[config.mk]
export PLATFORM = sky130hd
export DESIGN_NAME = kij_seq_ctrl
export DESIGN_NICKNAME = d
export VERILOG_FILES = /design/src/rtl/core_pkg.sv /design/src/rtl/kij_seq_ctrl_inst_pack.sv /design/src/rtl/kij_seq_ctrl.sv
export SDC_FILE = /design/constraint.sdc
export NUM_CORES = 1
export LEC_CHECK = 0
export ABC_AREA = 1
export BUFFER_PORTS_ARGS = -buffer_cell sky130_fd_sc_hd__buf_2
export CORE_MARGIN = 3
export CORE_UTILIZATION = 55
export CTS_CLUSTER_SIZE = 28
export DETAILED_ROUTE_END_ITERATION = 8
export GPL_TIMING_DRIVEN = 0
export HOLD_SLACK_MARGIN = 0.03
export PLACE_DENSITY = 0.8
export RECOVER_POWER = 100
export SLEW_MARGIN = 20
export SYNTH_ARGS = -nofsm -noshare
export SYNTH_HDL_FRONTEND = slang
export SYNTH_SLANG_ARGS = --single-unit
[constraint.sdc]
create_clock -name clk -period 2.3 [get_ports clk]
set_input_delay 0.115 -clock clk [delete_from_list [all_inputs] [get_ports clk]]
set_output_delay 0.115 -clock clk [all_outputs]
set_load 0.01 [all_outputs]
[src/rtl/core_pkg.sv]
// Shared definitions for the kij sequencer: geometry, instruction-bus bit map and FSM states.
// Pure declarations; no logic, no latency, no flow control.
package core_pkg;

  localparam int INST_W  = 35;
  localparam int ADDR_W  = 11;

  localparam int ROW     = 8;
  localparam int COL     = 8;
  localparam int LEN_NIJ = 36;
  localparam int LEN_KIJ = 9;
  localparam int GAP_CYC = 10;
  localparam logic [ADDR_W-1:0] W_BASE = 11'h400;

  localparam int CNT_W = 7;
  localparam int T_W   = 6;
  localparam int KIJ_W = 4;

  localparam int B_BYPASS    = 34;
  localparam int B_ACC       = 33;
  localparam int B_CEN_PMEM  = 32;
  localparam int B_WEN_PMEM  = 31;
  localparam int B_A_PMEM_HI = 30;
  localparam int B_A_PMEM_LO = 20;
  localparam int B_CEN_XMEM  = 19;
  localparam int B_WEN_XMEM  = 18;
  localparam int B_A_XMEM_HI = 17;
  localparam int B_A_XMEM_LO = 7;
  localparam int B_OFIFO_RD  = 6;
  localparam int B_IFIFO_WR  = 5;
  localparam int B_IFIFO_RD  = 4;
  localparam int B_L0_RD     = 3;
  localparam int B_L0_WR     = 2;
  localparam int B_EXECUTE   = 1;
  localparam int B_LOAD      = 0;

  // Final cnt value of each timed state (state lasts LAST+1 cycles).
  localparam logic [CNT_W-1:0] W_L0_LAST   = CNT_W'(COL);
  localparam logic [CNT_W-1:0] K_LOAD_LAST = CNT_W'(ROW + COL - 1);
  localparam logic [CNT_W-1:0] GAP_LAST    = CNT_W'(GAP_CYC);
  localparam logic [CNT_W-1:0] A_L0_LAST   = CNT_W'(LEN_NIJ);
  localparam logic [CNT_W-1:0] EXEC_LAST   = CNT_W'(ROW + COL + LEN_NIJ - 1);
  localparam logic [CNT_W-1:0] K_LOAD_RD   = CNT_W'(ROW);
  localparam logic [CNT_W-1:0] W_ADDR_CAP  = CNT_W'(COL - 1);
  localparam logic [CNT_W-1:0] A_ADDR_CAP  = CNT_W'(LEN_NIJ - 1);
  localparam logic [T_W-1:0]   T_LAST      = T_W'(LEN_NIJ - 1);
  localparam logic [KIJ_W-1:0] KIJ_LAST    = KIJ_W'(LEN_KIJ - 1);

  typedef struct packed {
    logic              bypass;
    logic              acc;
    logic              cen_pmem;
    logic              wen_pmem;
    logic [ADDR_W-1:0] a_pmem;
    logic              cen_xmem;
    logic              wen_xmem;
    logic [ADDR_W-1:0] a_xmem;
    logic              ofifo_rd;
    logic              ififo_wr;
    logic              ififo_rd;
    logic              l0_rd;
    logic              l0_wr;
    logic              execute;
    logic              load;
  } inst_fields_t;

  localparam inst_fields_t IDLE_FIELDS = '{
    bypass:   1'b0, acc:      1'b0,
    cen_pmem: 1'b1, wen_pmem: 1'b1, a_pmem: '0,
    cen_xmem: 1'b1, wen_xmem: 1'b1, a_xmem: '0,
    ofifo_rd: 1'b0, ififo_wr: 1'b0, ififo_rd: 1'b0,
    l0_rd:    1'b0, l0_wr:    1'b0, execute: 1'b0, load: 1'b0
  };

  localparam logic [INST_W-1:0] IDLE_INST =
      (35'd1 << B_CEN_PMEM) | (35'd1 << B_WEN_PMEM) |
      (35'd1 << B_CEN_XMEM) | (35'd1 << B_WEN_XMEM);

  typedef enum logic [3:0] {
    S_IDLE,
    S_W_L0,
    S_K_LOAD,
    S_GAP,
    S_A_L0,
    S_EXEC,
    S_DRAIN,
    S_NEXT,
    S_FIN
  } state_t;

endpackage

[src/rtl/kij_seq_ctrl_inst_pack.sv]
// inst_pack: places named instruction fields at their bus positions.
// Purely combinational, zero latency, no flow control.
module inst_pack
  import core_pkg::*;
(
  input  inst_fields_t      fields,
  output logic [INST_W-1:0] inst
);

  always_comb begin
    inst                           = '0;
    inst[B_BYPASS]                 = fields.bypass;
    inst[B_ACC]                    = fields.acc;
    inst[B_CEN_PMEM]               = fields.cen_pmem;
    inst[B_WEN_PMEM]               = fields.wen_pmem;
    inst[B_A_PMEM_HI:B_A_PMEM_LO]  = fields.a_pmem;
    inst[B_CEN_XMEM]               = fields.cen_xmem;
    inst[B_WEN_XMEM]               = fields.wen_xmem;
    inst[B_A_XMEM_HI:B_A_XMEM_LO]  = fields.a_xmem;
    inst[B_OFIFO_RD]               = fields.ofifo_rd;
    inst[B_IFIFO_WR]               = fields.ififo_wr;
    inst[B_IFIFO_RD]               = fields.ififo_rd;
    inst[B_L0_RD]                  = fields.l0_rd;
    inst[B_L0_WR]                  = fields.l0_wr;
    inst[B_EXECUTE]                = fields.execute;
    inst[B_LOAD]                   = fields.load;
  end

endmodule

[src/rtl/kij_seq_ctrl.sv]
// kij_seq_ctrl: one start runs weight load, execute and psum drain for every kernel position.
// All outputs registered one cycle behind state; DRAIN stalls on !ofifo_valid with no timeout.
module kij_seq_ctrl
  import core_pkg::*;
(
  input  logic              clk,
  input  logic              reset,
  input  logic              start,
  input  logic              ofifo_valid,
  output logic [INST_W-1:0] inst,
  output logic              busy,
  output logic              done,
  output logic [KIJ_W-1:0]  kij_idx
);

  state_t             state;
  state_t             state_nxt;
  logic [CNT_W-1:0]   cnt;
  logic [T_W-1:0]     t;
  logic [KIJ_W-1:0]   kij;
  logic               cnt_end;
  inst_fields_t       fields;
  logic [INST_W-1:0]  inst_nxt;
  logic [ADDR_W-1:0]  w_ofs;
  logic [ADDR_W-1:0]  a_ofs;
  logic [ADDR_W-1:0]  w_row_base;
  logic [ADDR_W-1:0]  pmem_base;

  always_comb begin
    cnt_end = 1'b0;
    case (state)
      S_W_L0:   cnt_end = (cnt == W_L0_LAST);
      S_K_LOAD: cnt_end = (cnt == K_LOAD_LAST);
      S_GAP:    cnt_end = (cnt == GAP_LAST);
      S_A_L0:   cnt_end = (cnt == A_L0_LAST);
      S_EXEC:   cnt_end = (cnt == EXEC_LAST);
      default:  cnt_end = 1'b0;
    endcase
  end

  always_comb begin
    state_nxt = state;
    case (state)
      S_IDLE:   if (start) state_nxt = S_W_L0;
      S_W_L0:   if (cnt_end) state_nxt = S_K_LOAD;
      S_K_LOAD: if (cnt_end) state_nxt = S_GAP;
      S_GAP:    if (cnt_end) state_nxt = S_A_L0;
      S_A_L0:   if (cnt_end) state_nxt = S_EXEC;
      S_EXEC:   if (cnt_end) state_nxt = S_DRAIN;
      S_DRAIN:  if (ofifo_valid && (t == T_LAST)) state_nxt = S_NEXT;
      S_NEXT:   state_nxt = (kij == KIJ_LAST) ? S_FIN : S_W_L0;
      S_FIN:    state_nxt = S_IDLE;
      default:  state_nxt = S_IDLE;
    endcase
  end

  always_ff @(posedge clk) begin
    if (reset) begin
      state <= S_IDLE;
      cnt   <= '0;
      t     <= '0;
      kij   <= '0;
    end else begin
      state <= state_nxt;

      if ((state_nxt != state) || (state == S_IDLE) || (state == S_DRAIN))
        cnt <= '0;
      else
        cnt <= cnt + 1'b1;

      if ((state != S_DRAIN) || (state_nxt != S_DRAIN))
        t <= '0;
      else if (ofifo_valid)
        t <= t + 1'b1;

      if ((state == S_NEXT) && (state_nxt == S_W_L0))
        kij <= kij + 1'b1;
      else if ((state == S_IDLE) || (state == S_FIN))
        kij <= '0;
    end
  end

  // Read addresses saturate on the trailing cycle that flushes the SRAM read latency into L0.
  always_comb begin
    w_ofs      = (cnt > W_ADDR_CAP) ? ADDR_W'(W_ADDR_CAP) : ADDR_W'(cnt);
    a_ofs      = (cnt > A_ADDR_CAP) ? ADDR_W'(A_ADDR_CAP) : ADDR_W'(cnt);
    w_row_base = W_BASE + ADDR_W'(kij) * ADDR_W'(COL);
    pmem_base  = ADDR_W'(kij) * ADDR_W'(LEN_NIJ);
  end

  always_comb begin
    fields = IDLE_FIELDS;
    case (state)
      S_W_L0: begin
        fields.cen_xmem = 1'b0;
        fields.a_xmem   = w_row_base + w_ofs;
        fields.l0_wr    = (cnt != '0);
      end
      S_K_LOAD: begin
        fields.load  = 1'b1;
        fields.l0_rd = (cnt < K_LOAD_RD);
      end
      S_A_L0: begin
        fields.cen_xmem = (cnt > A_ADDR_CAP);
        fields.a_xmem   = a_ofs;
        fields.l0_wr    = (cnt != '0);
      end
      S_EXEC: begin
        fields.execute = 1'b1;
        fields.l0_rd   = 1'b1;
      end
      S_DRAIN: begin
        fields.bypass = 1'b1;
        fields.a_pmem = pmem_base + ADDR_W'(t);
        if (ofifo_valid) begin
          fields.ofifo_rd = 1'b1;
          fields.cen_pmem = 1'b0;
          fields.wen_pmem = 1'b0;
        end
      end
      default: fields = IDLE_FIELDS;
    endcase
  end

  inst_pack u_inst_pack (
    .fields (fields),
    .inst   (inst_nxt)
  );

  always_ff @(posedge clk) begin
    if (reset) begin
      inst    <= IDLE_INST;
      busy    <= 1'b0;
      done    <= 1'b0;
      kij_idx <= '0;
    end else begin
      inst    <= inst_nxt;
      busy    <= (state != S_IDLE) && (state != S_FIN);
      done    <= (state == S_FIN);
      kij_idx <= kij;
    end
  end

endmodule
==> run metrics <==
Post-synth EDFFs=0; Setup CP Type=flop to flop; Root Driver=clkbuf_8; Die ar.=5590 um^2; Worst Path Required=roughly 2.5 ns; Area Overhead vs Synth=12.4%; Total Wirelength=around 5200 um; vias in the first global route=roughly 2000; Comb pwr share=5.2%; Syn Inst Count=~340; Seq/Total Area, Yosys=a little over two fifths; Post-Synthesis Cell Area=2600 um^2; NetSw=between 0.3 and 0.4 mW; Final ANT Viol Nets=0; synthesized area per cell=roughly 7.6 um^2; layout cells sized above 1=~7.6%; Top delay family on crit path=adder cells; clk sinks=55; die span in x=~75 um; worst skew pair latency=roughly 0.3 ns; DRC Markers=0; Min-Delay Path Class=primary input to flop; Critical Path Max Stage Delay=a little under 0.5 ns; Synth area leader=dfxtp_1; Max FO, Critical Path=7; Clock transition at path regs=roughly 0.09 ns; CP Capture Type=flop; FF+latch count, synth=between 50 and 60; total number of vias=between 2000 and 2500; Final Cell Area=2920 um^2; DP Area=around 2900 um^2; TritonCTS clock tree=built; initial antenna violation count=0; YS warnings=0; I/O Buffers=37; async set-or-reset flop fraction in the synthesized netlist=0%; Fillers=421; Yosys cell types=32; unrepaired setup endpoints after global routing=false; Slew Viols, Final=0; Fin. Hold Viols=0; gr ovfl total=0; CP Launch Type=flop; TritonCTS buffer count=5; crit path DAT=approximately 2.3 ns; final core occ=between 60% and 70%; fraction of power spent switching nets=22.1%; setup TNS=0 ns; Max Freq=477 MHz; Final Power=~1.6 mW; Ports=between 40 and 50; GRT Overall Usage=19.9%; worst clock skew=0.00445 ns; crit-path cells=ha_1 -> ha_1 -> inv_1 -> nor2_1 -> o21ai_0 -> or2_2 -> nor2_1 -> xor2_1 -> nor2_1; dpl hpwl=~4000 um; VDD IR max=approximately 0.33 mV; status=complete, no violations; cell mode on critical path=nor2_1; Pleak=about 1.3 nW; die height=between 70 and 80 um; Pint=~1.2 mW; synth top area cells=dfxtp_1 (42%), nand2_1 (8.5%), ha_1 (7.7%); routed vias/inst=between 5 and 6; pwr/cell area=roughly 540 nW/um^2; first-pass GRT wire length=roughly 8800 um; clock share of power=between 30 and 40%; Tmin final=between 2 and 2.5 ns; Post-CTS Hold Buffers=0; Final GP Congestion=roughly 0.9; Flop pwr share=between 60 and 70%; top-area cell type share of the netlist area=between 40% and 50%; Post-synth top cells=nand2_1 (59), dfxtp_1 (55), inv_1 (52); CP Buf/Inv Count=1; Max-cap violations=0; setup violators final=0; fin crit share=slightly above 90%; core area=4470 um^2; most common cell in the netlist=nand2_1; # rows=24; CTS Buffer Depth=2; NumNets Final=416; H-tree Lvls=2; ys flop type=dfxtp_1; WL/cell=around 12 um; ant diodes=0; DRT iter0 DRCs=between 100 and 150; largest net degree at the start of global routing=16; First-pass DRT Iterations=5; Initial Utilization=around three fifths; Critical-path top delay cell=dfxtp_1
sequential cells by signal, indices dropped and copies added, names as in the netlist:
register and flops:
state 4, busy 1, inst 28, done 1
cnt 7, kij_idx 4, t 6, kij 4
cells in the final DEF, fill, tap and decap left out, types with 2 or more instances in the layout:
cell,n
nand2_2,2
nor2_1,47
clkinv_2,2
buf_2,2
clkbuf_1,37
dfxtp_2,2
buf_4,7
o21ai_0,18
inv_1,52
dfxtp_1,53
fa_1,2
ha_1,16
nand2_1,59
conb_1,11
a21oi_1,17
xor2_1,11
nor3_1,9
nand3b_1,2
nand3_1,18
nor4_1,2
inv_2,2
a31oi_1,4
clkbuf_8,6
nor2_2,2
worst paths after layout:
| kind | from | endpoint | slack (ns) | cells past startpoint |
|---|---|---|---|---|
| worst min-delay path | ofifo_valid | t[0] | 0.09 | 3 |
| worst min register to register | t[0] | t[0] | 0.50 | 2 |
| worst max-delay path | kij[3] | inst[29] | 0.20 | 9 |
| worst max register to register | kij[3] | inst[29] | 0.20 | 9 |
layout make-up:
| type | instances | area [um^2] | share of cell area [%] |
|---|---|---|---|
| buffer | 9 | 60.1 | 2.05 |
| clock buffer | 6 | 82.6 | 2.82 |
| clock inverter | 1 | 5.00 | 0.171 |
| inverter | 55 | 208 | 7.10 |
| multi-input combinational | 231 | 1260 | 43.0 |
| sequential | 55 | 1100 | 37.7 |
| tap | 52 | 65.1 | 2.23 |
| timing repair buffer | 37 | 141 | 4.84 |
logic make-up (layout without fill, tap and decap cells):
| group | count (synthesis) | after routing | synth area share [%] |
|---|---|---|---|
| buf+inv | 64 | 108 | 10.3 |
| other cells | 2 | 11 | 0.289 |
| fa+ha+maj | 18 | 18 | 9.24 |
| compound gates | 44 | 44 | 9.28 |
| simple gates | 146 | 146 | 24.5 |
| xor+xnor | 12 | 12 | 4.04 |
| flops | 55 | 55 | 42.3 |
power by group through the flow:
stage                     Sequential [mW]  Combinational (mW)  Clock (mW)
after floorplan                     0.989              0.0590           0
after global routing                0.965              0.0931       0.577
after CTS                           0.964              0.0825       0.532
final                               0.964              0.0821       0.523
after global placement              0.986              0.0806           0
after detailed placement            0.986              0.0818           0
layer usage:
layer  track usage (%)  vias up  wire length, um
li1                  -     1164                -
met1              26.8     1011             2380
met2              31.2       79             2370
met3              4.54        8              360
met4              7.51        0               74
met5                 0        -                0
tightest hold or removal path: stages:
cell     delay [ns]
buf_2          0.11
nand2_1        0.06
a21oi_1        0.06
per-stage QoR:
| stage | instances | setup WS, ns | hold WS, ns |
|---|---|---|---|
| floorplan | 350 | 0.419 | 0.262 |
| global placement | 439 | 0.276 | 0.401 |
| detailed placement | 439 | 0.199 | 0.405 |
| CTS | 446 | 0.174 | 0.0868 |
| global route | 446 | 0.0673 | 0.106 |
| finish | 446 | 0.203 | 0.0914 |
repair_timing:
item	4_1_cts	5_1_grt
resized for setup	0	2
setup buffers	0	0
endpoints found under the hold margin	0	0
setup endpoints to repair	0	7
Note: power is estimated with default switching activity, not from simulation.
